File: config.mk
export PLATFORM = sky130hd
export DESIGN_NAME = bus_arbiter_2to1
export DESIGN_NICKNAME = d
export VERILOG_FILES = /design/src/rtl/cpu_arb_pkg.sv /design/src/rtl/bus_arbiter_2to1_mux.sv /design/src/rtl/bus_arbiter_2to1.sv
export SDC_FILE = /design/constraint.sdc
export NUM_CORES = 1
export LEC_CHECK = 0
export CORE_ASPECT_RATIO = 0.9
export CORE_MARGIN = 1
export CORE_UTILIZATION = 30
export DETAILED_ROUTE_END_ITERATION = 8
export GPL_ROUTABILITY_DRIVEN = 0
export GPL_TIMING_DRIVEN = 0
export PLACE_DENSITY = 0.79
export SKIP_CTS_REPAIR_TIMING = 1
export SLEW_MARGIN = 0
export SYNTH_ARGS = -nofsm -noshare
export SYNTH_HDL_FRONTEND = slang
export SYNTH_HIERARCHICAL = 1
export SYNTH_SLANG_ARGS = --single-unit
File: constraint.sdc
create_clock -name clk -period 1.9 [get_ports clk]
set_input_delay 0.19 -clock clk [delete_from_list [all_inputs] [get_ports clk]]
set_output_delay 0.19 -clock clk [all_outputs]
set_load 0.02 [all_outputs]
File: src/rtl/cpu_arb_pkg.sv
// Shared definitions for the two-requester bus arbiter: FSM state encodings and default widths.
package cpu_arb_pkg;

    typedef enum logic [1:0] {
        ST_IDLE   = 2'd0,
        ST_GRANT0 = 2'd1,
        ST_GRANT1 = 2'd2
    } arb_state_t;

    localparam int DEFAULT_DATA_WIDTH = 16;

endpackage

File: src/rtl/bus_arbiter_2to1_mux.sv
// Plain two-input data multiplexer used as the shared datapath of bus_arbiter_2to1.
module mux_2to1 #(
    parameter int DATA_WIDTH = cpu_arb_pkg::DEFAULT_DATA_WIDTH
) (
    input  logic [DATA_WIDTH-1:0] i_a,
    input  logic [DATA_WIDTH-1:0] i_b,
    input  logic                  i_sel,
    output logic [DATA_WIDTH-1:0] o_out
);

    assign o_out = i_sel ? i_b : i_a;

endmodule

File: src/rtl/bus_arbiter_2to1.sv
// Burst-oriented round-robin arbiter sharing one datapath between two valid/ready requesters.
// Optional per-grant beat limit (MAX_BURST) is enabled by defining ARB_BURST_LIMIT_EN.
module bus_arbiter_2to1
    import cpu_arb_pkg::*;
#(
    parameter int DATA_WIDTH = DEFAULT_DATA_WIDTH,
    parameter int MAX_BURST  = 8
) (
    input  logic                  clk,
    input  logic                  rst,
    input  logic                  req0,
    input  logic                  last0,
    input  logic [DATA_WIDTH-1:0] data0,
    output logic                  gnt0,
    input  logic                  req1,
    input  logic                  last1,
    input  logic [DATA_WIDTH-1:0] data1,
    output logic                  gnt1,
    output logic                  out_valid,
    output logic [DATA_WIDTH-1:0] out_data,
    output logic                  out_last,
    input  logic                  out_ready,
    output logic                  sel,
    output logic                  busy
);

    if (MAX_BURST < 1) begin : g_bad_max_burst
        $error("MAX_BURST must be at least 1");
    end

    arb_state_t r_state;
    arb_state_t w_state_nxt;
    logic       r_sel;
    logic       r_last_grant;
    logic       w_out_valid;
    logic       w_gnt0;
    logic       w_gnt1;
    logic       w_xfer;
    logic       w_limit;
    logic       w_new_grant;

`ifdef ARB_BURST_LIMIT_EN
    localparam int CNT_W = $clog2(MAX_BURST + 1);
    logic [CNT_W-1:0] r_beat_cnt;

    // The xfer that brings the count up to MAX_BURST closes the grant.
    assign w_limit = (r_beat_cnt == CNT_W'(MAX_BURST - 1));

    always_ff @(posedge clk) begin
        if (rst) begin
            r_beat_cnt <= '0;
        end else if (w_new_grant) begin
            r_beat_cnt <= '0;
        end else if (w_xfer) begin
            r_beat_cnt <= r_beat_cnt + 1'b1;
        end
    end
`else
    assign w_limit = 1'b0;
`endif

    always_comb begin
        w_state_nxt = r_state;
        w_out_valid = 1'b0;
        w_gnt0      = 1'b0;
        w_gnt1      = 1'b0;
        case (r_state)
            ST_IDLE: begin
                if (req0 && req1) begin
                    w_state_nxt = r_last_grant ? ST_GRANT0 : ST_GRANT1;
                end else if (req0) begin
                    w_state_nxt = ST_GRANT0;
                end else if (req1) begin
                    w_state_nxt = ST_GRANT1;
                end
            end
            ST_GRANT0: begin
                w_out_valid = req0;
                w_gnt0      = req0 & out_ready;
                if (w_gnt0 && (last0 || w_limit)) begin
                    w_state_nxt = req1 ? ST_GRANT1 : ST_IDLE;
                end
            end
            ST_GRANT1: begin
                w_out_valid = req1;
                w_gnt1      = req1 & out_ready;
                if (w_gnt1 && (last1 || w_limit)) begin
                    w_state_nxt = req0 ? ST_GRANT0 : ST_IDLE;
                end
            end
            default: w_state_nxt = ST_IDLE;
        endcase
    end

    assign w_xfer      = w_out_valid & out_ready;
    assign w_new_grant = (w_state_nxt != ST_IDLE) && (w_state_nxt != r_state);

    // sel and last_grant only move on entry into a grant; IDLE keeps the previous select.
    always_ff @(posedge clk) begin
        if (rst) begin
            r_state      <= ST_IDLE;
            r_sel        <= 1'b0;
            r_last_grant <= 1'b1;
        end else begin
            r_state <= w_state_nxt;
            if (w_new_grant) begin
                r_sel        <= (w_state_nxt == ST_GRANT1);
                r_last_grant <= (w_state_nxt == ST_GRANT1);
            end
        end
    end

    mux_2to1 #(
        .DATA_WIDTH(DATA_WIDTH)
    ) u_mux (
        .i_a  (data0),
        .i_b  (data1),
        .i_sel(r_sel),
        .o_out(out_data)
    );

    assign out_last  = r_sel ? last1 : last0;
    assign out_valid = w_out_valid;
    assign gnt0      = w_gnt0;
    assign gnt1      = w_gnt1;
    assign sel       = r_sel;
    assign busy      = (r_state != ST_IDLE);

endmodule

After elaboration in Yosys (flattened, before gate mapping)
Cells that the tools add are included.

Bits in registers: 4. Input bits: 39.

Equality and inequality tests: 4. Multiplexer cells: 14. Bitwise logic cells: 2. Reduce and logical (&&, ||, !) cells: 7.

Operators with widths (count): $mux W16 (1); $mux W2 (7); $pmux W2 S3 (1); $eq A2 B2 Y1 const B (2); $logic_and A1 B1 Y1 (4); $mux W1 (4); $reduce_bool A2 Y1 (2); $and A1 B1 Y1 (2); $eq A2 B1 Y1 const B (1); $logic_not A2 Y1 (1); $ne A2 B2 Y1 (1); $pmux W1 S2 (1).

Longest topological paths before layout
Gate-level depths: netlist of run 1.

Depth after elaboration: 6. Mapped depth: 7. Mapped depth without buffers: 7.

Cells and area by module
The synthesis of run 1 kept the hierarchy.

Modules (own cells, without submodules): bus_arbiter_2to1 (instances 1, cells each 46, area an instance 409.1 µm², seq. area each 80.1 µm²); mux_2to1 (instances 1, cells each 18, area an instance 249.0 µm², seq. area each 0.0 µm²).

Worst setup path after synthesis of run 1
No wires, ideal clock.

Path kind: register -> register. Start point: register r_state[1]. End point: register r_last_grant. Library setup time: 127 ps. Data arrival time: 1532 ps. Data required time: 1773 ps. Setup slack: 240 ps. Stages on the path, launching flop included: 8. Cells stage by stage: dfxtp_1 inv_1 ha_1 inv_1 o2bb2ai_2 o31a_1 o31ai_1 o211ai_1.

Longest elaborated chain between the ends: 6. Elaborated cells on any way between the ends: 13. Those cells by class: eq/ne: 4; mux: 6; reduce/logical: 3.

RTL lines: start, declared (line bus_arbiter_2to1.sv:31) `arb_state_t r_state;`; start signal, assigned (line bus_arbiter_2to1.sv:105) `r_state <= w_state_nxt;`; $mux W2 (line bus_arbiter_2to1.sv:73) `end else if (req1) begin`; $mux W2 (line bus_arbiter_2to1.sv:71) `end else if (req0) begin`; $mux W2 (line bus_arbiter_2to1.sv:69) `if (req0 && req1) begin`; $pmux W2 S3 (line bus_arbiter_2to1.sv:67) `case (r_state)`; $ne A2 B2 Y1 or $reduce_bool A2 Y1 (tied branches) (line bus_arbiter_2to1.sv:96) `assign w_new_grant = (w_state_nxt != ST_IDLE) && (w_state_nxt != r_state);`; $logic_and A1 B1 Y1 (line bus_arbiter_2to1.sv:96); end signal, assigned (line bus_arbiter_2to1.sv:108) `r_last_grant <= (w_state_nxt == ST_GRANT1);`; end, declared (line bus_arbiter_2to1.sv:34) `logic r_last_grant;`.

Parallel ways exist; a longest one is shown, timed or not. A chain may end at the register's enable or synchronous reset.

Worst setup path in the final report of run 1
Start point: register r_sel, in the netlist sel. End point: output out_data[3].

Longest elaborated chain between the ends: 1.

RTL lines: start, declared (line bus_arbiter_2to1.sv:33) `logic r_sel;`; start signal, assigned (line bus_arbiter_2to1.sv:107) `r_sel <= (w_state_nxt == ST_GRANT1);`; $mux W16 (line bus_arbiter_2to1_mux.sv:11) `assign o_out = i_sel ? i_b : i_a;`; end, declared (line bus_arbiter_2to1.sv:20) `output logic [DATA_WIDTH-1:0] out_data,`.

Every way passes these cells.

==> flow_summary.toml, run 1 <==
[synthesis]
synth_seq_area_share = 0.1217
synth_top_area_share = 0.2510
avgSynthCellArea_um2 = 10.28
synth.cell_area_um2 = 658.1
synth_cells = 64
synth_warnings = 6
synth_seq_cells = 4
synth_edf_count = 0
yosysTopAreaCell = "mux2_4"
synthTopCellsByArea = "mux2_4 25%, dfxtp_1 12%, mux2_2 12%, ha_1 7.6%, a22oi_4 3.2%"
ys.flop_type = "dfxtp_1"
syn-num-nets = 107
synthTopCellsByCount = "11 x mux2_4, 7 x mux2_2, 5 x inv_1, 4 x dfxtp_1, 4 x ha_1"
yosysMostFrequentCell = "mux2_4"
synthArstFlopShare = 0
ys_types = 30

[job]
drv_cap = 0

[routing]
wl_per_cell_um = 14.61
drc_errors = 0
final_antenna_net_count = 0
totalWireLength_um = 2220
via_count = 780
drt_iter0_markers = 8
firstDrtPassIters = 4
vias_per_cell = 5.132

[layout]
area_growth_pct = 108.6
n_antenna_cell = 0
final_cell_area_mm2 = 0.001373
nets = 172
drive_above_1_share = 0.2677
post-route-util = 0.6899

[status]
status = "completed"

[power]
p_leak_nw = 0.7158
p_sw_w = 0.0003929
peakVddDrop_uv = 466.2
pwr-share-comb = 0.752
p_seq_frac = 0.145
intPower_w = 0.0005995
total_power_w = 0.0009924
p_clk_frac = 0.103
p_sw_frac = 0.3959
p_per_area_mw_per_mm2 = 723.0

[timing]
tns_ns = 0
slew_headroom = 0.7854
rsz0062_at_grt = "false"
drv_slew = 0
period_share = 0.9793
fmax_mhz = 537.5
skew_ns = 0.004692
hold_violations = 0
worst_pin_slew_ns = 0.3209
finalSetupViolCount = 0
fin_crit_ns = 1.861

[placed_design]
postPlaceCellArea_mm2 = 0.001290
hpwl_um = 1790
port_buffers = 60

[clocking]
clockBufferDepth = 2
root_buffer = "clkbuf_4"
cts_num_sinks = 4
cts_buffers = 3
cts_tree = "built"
clk_latency_ns = 0.23
cts_max_level = 1
clkTransAtPathRegs_ns = 0.04

[grt]
grt_max_degree = 11
grt_util_all_layers = 0.1690
grt_pass1_vias = 665
grt_pass1_wl_um = 2946
grt_overflow_total = 0
antenna_found_initial = 0

[worst_setup_path]
worstPathArrival_ns = 1.67
end_kind = "output pin"
required_ns = 1.71
critPathKind = "register to output pin"
startpoint_type = "register"
worst-path-max-fanout = 7

[die]
row_count = 15
io_pins = 61
core_mm2 = 0.001989
dieArea_mm2 = 0.002385
start_util = 0.3308
die_width_um = 51.37
die_h_um = 46.44

[hold_path]
hold_path.class = "register to register"
==> kinds of logic (layout without fill, tap and decap cells) <==
logic type,count (synthesis),in the layout,share of synthesized area
compound gates,17,17,0.2167
fa+ha+maj,4,4,0.07605
buf+inv,7,70,0.07605
flops,4,4,0.1217
mux,19,19,0.3859
simple gates,13,13,0.1236
==> stage by stage <==
step	worst slack, ns	cells	hold slack [ns]
6_report	0.03940	152	0.5060
5_1_grt	0.002184	152	0.5367
4_1_cts	-0.2422	152	0.5117
3_5_place_dp	-0.01591	149	0.5065
3_3_place_gp	-0.01943	149	0.5049
2_1_floorplan	0.2403	64	0.2594
==> cell usage in the layout, fill, tap and decap left out, types with 2 or more instances in the layout <==
cell and count:
dlymetal6s2s_1 17, clkdlybuf4s50_1 43, o21ai_1 2, nor2b_1 2
dfxtp_1 2, nor3_1 3, ha_1 2, mux2_2 7
clkbuf_4 3, a21oi_1 2, nand2_1 2, dfxtp_2 2
a31oi_1 2, mux2_4 11, inv_1 4, nand3_2 2
==> worst paths after layout <==
kind	slack, ns	cells past startpoint	startpoint	to
max reg2reg	0.24	7	r_state[0]	sel
min	0.51	2	r_last_grant	r_last_grant
min reg2reg	0.51	2	r_last_grant	r_last_grant
max	0.04	3	sel	out_data[3]
==> critical path: stages, from the launching register on <==
cell	delay (ns)
dfxtp_2	0.39
buf_6	0.16
mux2_2	0.34
clkdlybuf4s50_1	0.55
==> registers in the layout (all words and copies together), names as in the netlist <==
register	flops
r_last_grant	1
r_state	2
sel	1
==> cell type report <==
cell class / instances / area, µm²
multi-input cells: 53 / 543.0
well taps: 25 / 31.28
inverters: 5 / 18.77
flip-flops and latches: 4 / 82.58
clock buffers: 3 / 22.52
fillers: 160 / 616.8
plain buffers: 2 / 31.28
repair buffers: 60 / 643.1
==> layer usage <==
metal / share of wire / global-route usage / vias up
li1: - / - / 371
met1: 0.42 / 0.1915 / 359
met2: 0.46 / 0.2831 / 50
met3: 0.12 / 0.08581 / 0
met4: 0 / 0.04324 / 0
met5: 0 / 0 / -
==> power groups by stage <==
| stage | combinational, W | sequential (W) | clock, W |
|---|---|---|---|
| 4_1_cts | 0.000752 | 0.000138 | 0.000108 |
| 6_report | 0.000746 | 0.000144 | 0.000102 |
| 5_1_grt | 0.000790 | 0.000146 | 0.000119 |
| 2_1_floorplan | 0.000461 | 0.000137 | 0 |
| 3_5_place_dp | 0.000751 | 0.000139 | 0 |
| 3_3_place_gp | 0.000741 | 0.000138 | 0 |
Note: power is estimated with default switching activity, not from simulation.
==> run 2: changes to the inputs <==
Settings changed: SLEW_MARGIN 0 to 25, TNS_END_PERCENT set to 30.
==> run 2 against run 1 <==
Effect of this change:
- power barely moved
- clock-buffer cell count did not move
- critical path type unchanged
- combinational power barely moved
==> flow_summary.toml, run 2 (synthesized netlist as in run 1, its figures left out) <==
[status]
status = "completed"

[hold_path]
hold_path.class = "register to register"

[routing]
drc_errors = 0
drt_iter0_markers = 8
totalWireLength_um = 2221
vias_per_cell = 5.099
firstDrtPassIters = 4
wl_per_cell_um = 14.61
via_count = 775
final_antenna_net_count = 0

[clocking]
root_buffer = "clkbuf_4"
cts_max_level = 1
cts_num_sinks = 4
clkTransAtPathRegs_ns = 0.04
cts_tree = "built"
clk_latency_ns = 0.23
cts_buffers = 3
clockBufferDepth = 2

[timing]
worst_pin_slew_ns = 0.3250
period_share = 0.9917
slew_headroom = 0.7827
drv_slew = 0
finalSetupViolCount = 0
fin_crit_ns = 1.884
tns_ns = 0
hold_violations = 0
fin_hold_ws_ns = 0.5060
rsz0062_at_grt = "true"
fmax_mhz = 530.7
skew_ns = 0.004479

[die]
io_pins = 61
die_width_um = 51.37
die_h_um = 46.44
core_mm2 = 0.001989
start_util = 0.3308
dieArea_mm2 = 0.002385
row_count = 15

[worst_setup_path]
worst-path-max-fanout = 8
worstPathArrival_ns = 1.69
rrSetupSlack_ns = 0.24
end_kind = "output pin"
startpoint_type = "register"
critPathKind = "register to output pin"
cpPeakStageDelay_ns = 0.59
crit_chain = "inv_1, ha_2, and3_2, clkdlybuf4s50_1"
crit_path_top_delay_cell = "clkdlybuf4s50_1"
required_ns = 1.71

[layout]
final_cells = 152
regArea_um2 = 82.58
final_cell_mix = "44 x clkdlybuf4s50_1, 16 x dlymetal6s2s_1, 11 x mux2_4"
final_common_cell = "clkdlybuf4s50_1"
nets = 172
n_fill_cell = 161
area_growth_pct = 108.2
drive_above_1_share = 0.2677
top_register = "r_state"
multi_input_area_um2 = 543.0
post-route-util = 0.6887
largest_reg_flops = 2
n_antenna_cell = 0

[placed_design]
placedCellCount = 149
hpwl_um = 1790
port_buffers = 60

[power]
peakVddDrop_uv = 465.5
total_power_w = 0.0009928
p_leak_nw = 0.6975
p_per_area_mw_per_mm2 = 724.6

[grt]
grt_pass1_wl_um = 2946
grt_overflow_total = 0
antenna_found_initial = 0
grt_util_all_layers = 0.1690
grt_pass1_vias = 665
grt_max_degree = 11

[job]
drv_cap = 0
[run 2: cell count changes in the layout (fill, tap and decap cells not counted)]
cell / change
clkdlybuf4s50_1: +1
dlymetal6s2s_1: -1
[run 2: worst paths after layout]
check,startpoint,to,cells past startpoint
worst max-delay path,r_state[1],gnt0,4
worst min register to register,r_last_grant,r_last_grant,2
worst min-delay path,r_last_grant,r_last_grant,2
worst max register to register,r_state[0],sel,7
[run 2: final cells by class]
cell class                      count  share of cell area
Timing Repair Buffer               60              0.4676
Tap cell                           25             0.02283
Inverter                            5             0.01370
Multi-Input combinational cell     53              0.3963
Clock buffer                        3             0.01644
Buffer                              2             0.02283
Sequential cell                     4             0.06027
[run 2: stage by stage]
stage                     instance area [µm²]  setup WS (ns)
after global placement                   1290       -0.01943
after global routing                     1370       -0.07224
after detailed placement                 1290       -0.01591
after CTS                                1313        -0.2422
after floorplan                         658.1         0.2403
final                                    1370        0.01582
[run 2: report_power, final]
group	total, W	switching (W)	internal [W]
registers	0.000144	0.0000344	0.000110
logic	0.000747	0.000327	0.000420
clock network	0.000102	0.0000315	0.0000704
total	0.000993	0.000393	0.000600
[run 2: metal layers]
metal,global-route usage,up-vias,part of all wire
met5,0,-,0
met4,0.04324,0,0
met3,0.08581,0,0.12
met2,0.2831,45,0.46
met1,0.1915,359,0.43
li1,-,371,-
[run 2: critical path: cells and delay by family (launching register included)]
family	cells	cell delay, ns
buffers and inverters	2	0.70
AND/OR/NAND/NOR	1	0.17
flip-flops	1	0.36
adder cells (fa/ha/maj)	1	0.23
==> run 3: changes to the inputs <==
Settings changed: CTS_CLUSTER_DIAMETER set to 60.
==> results of run 3 <==
The final DEF is identical to that of run 2; final timing and power are the same.
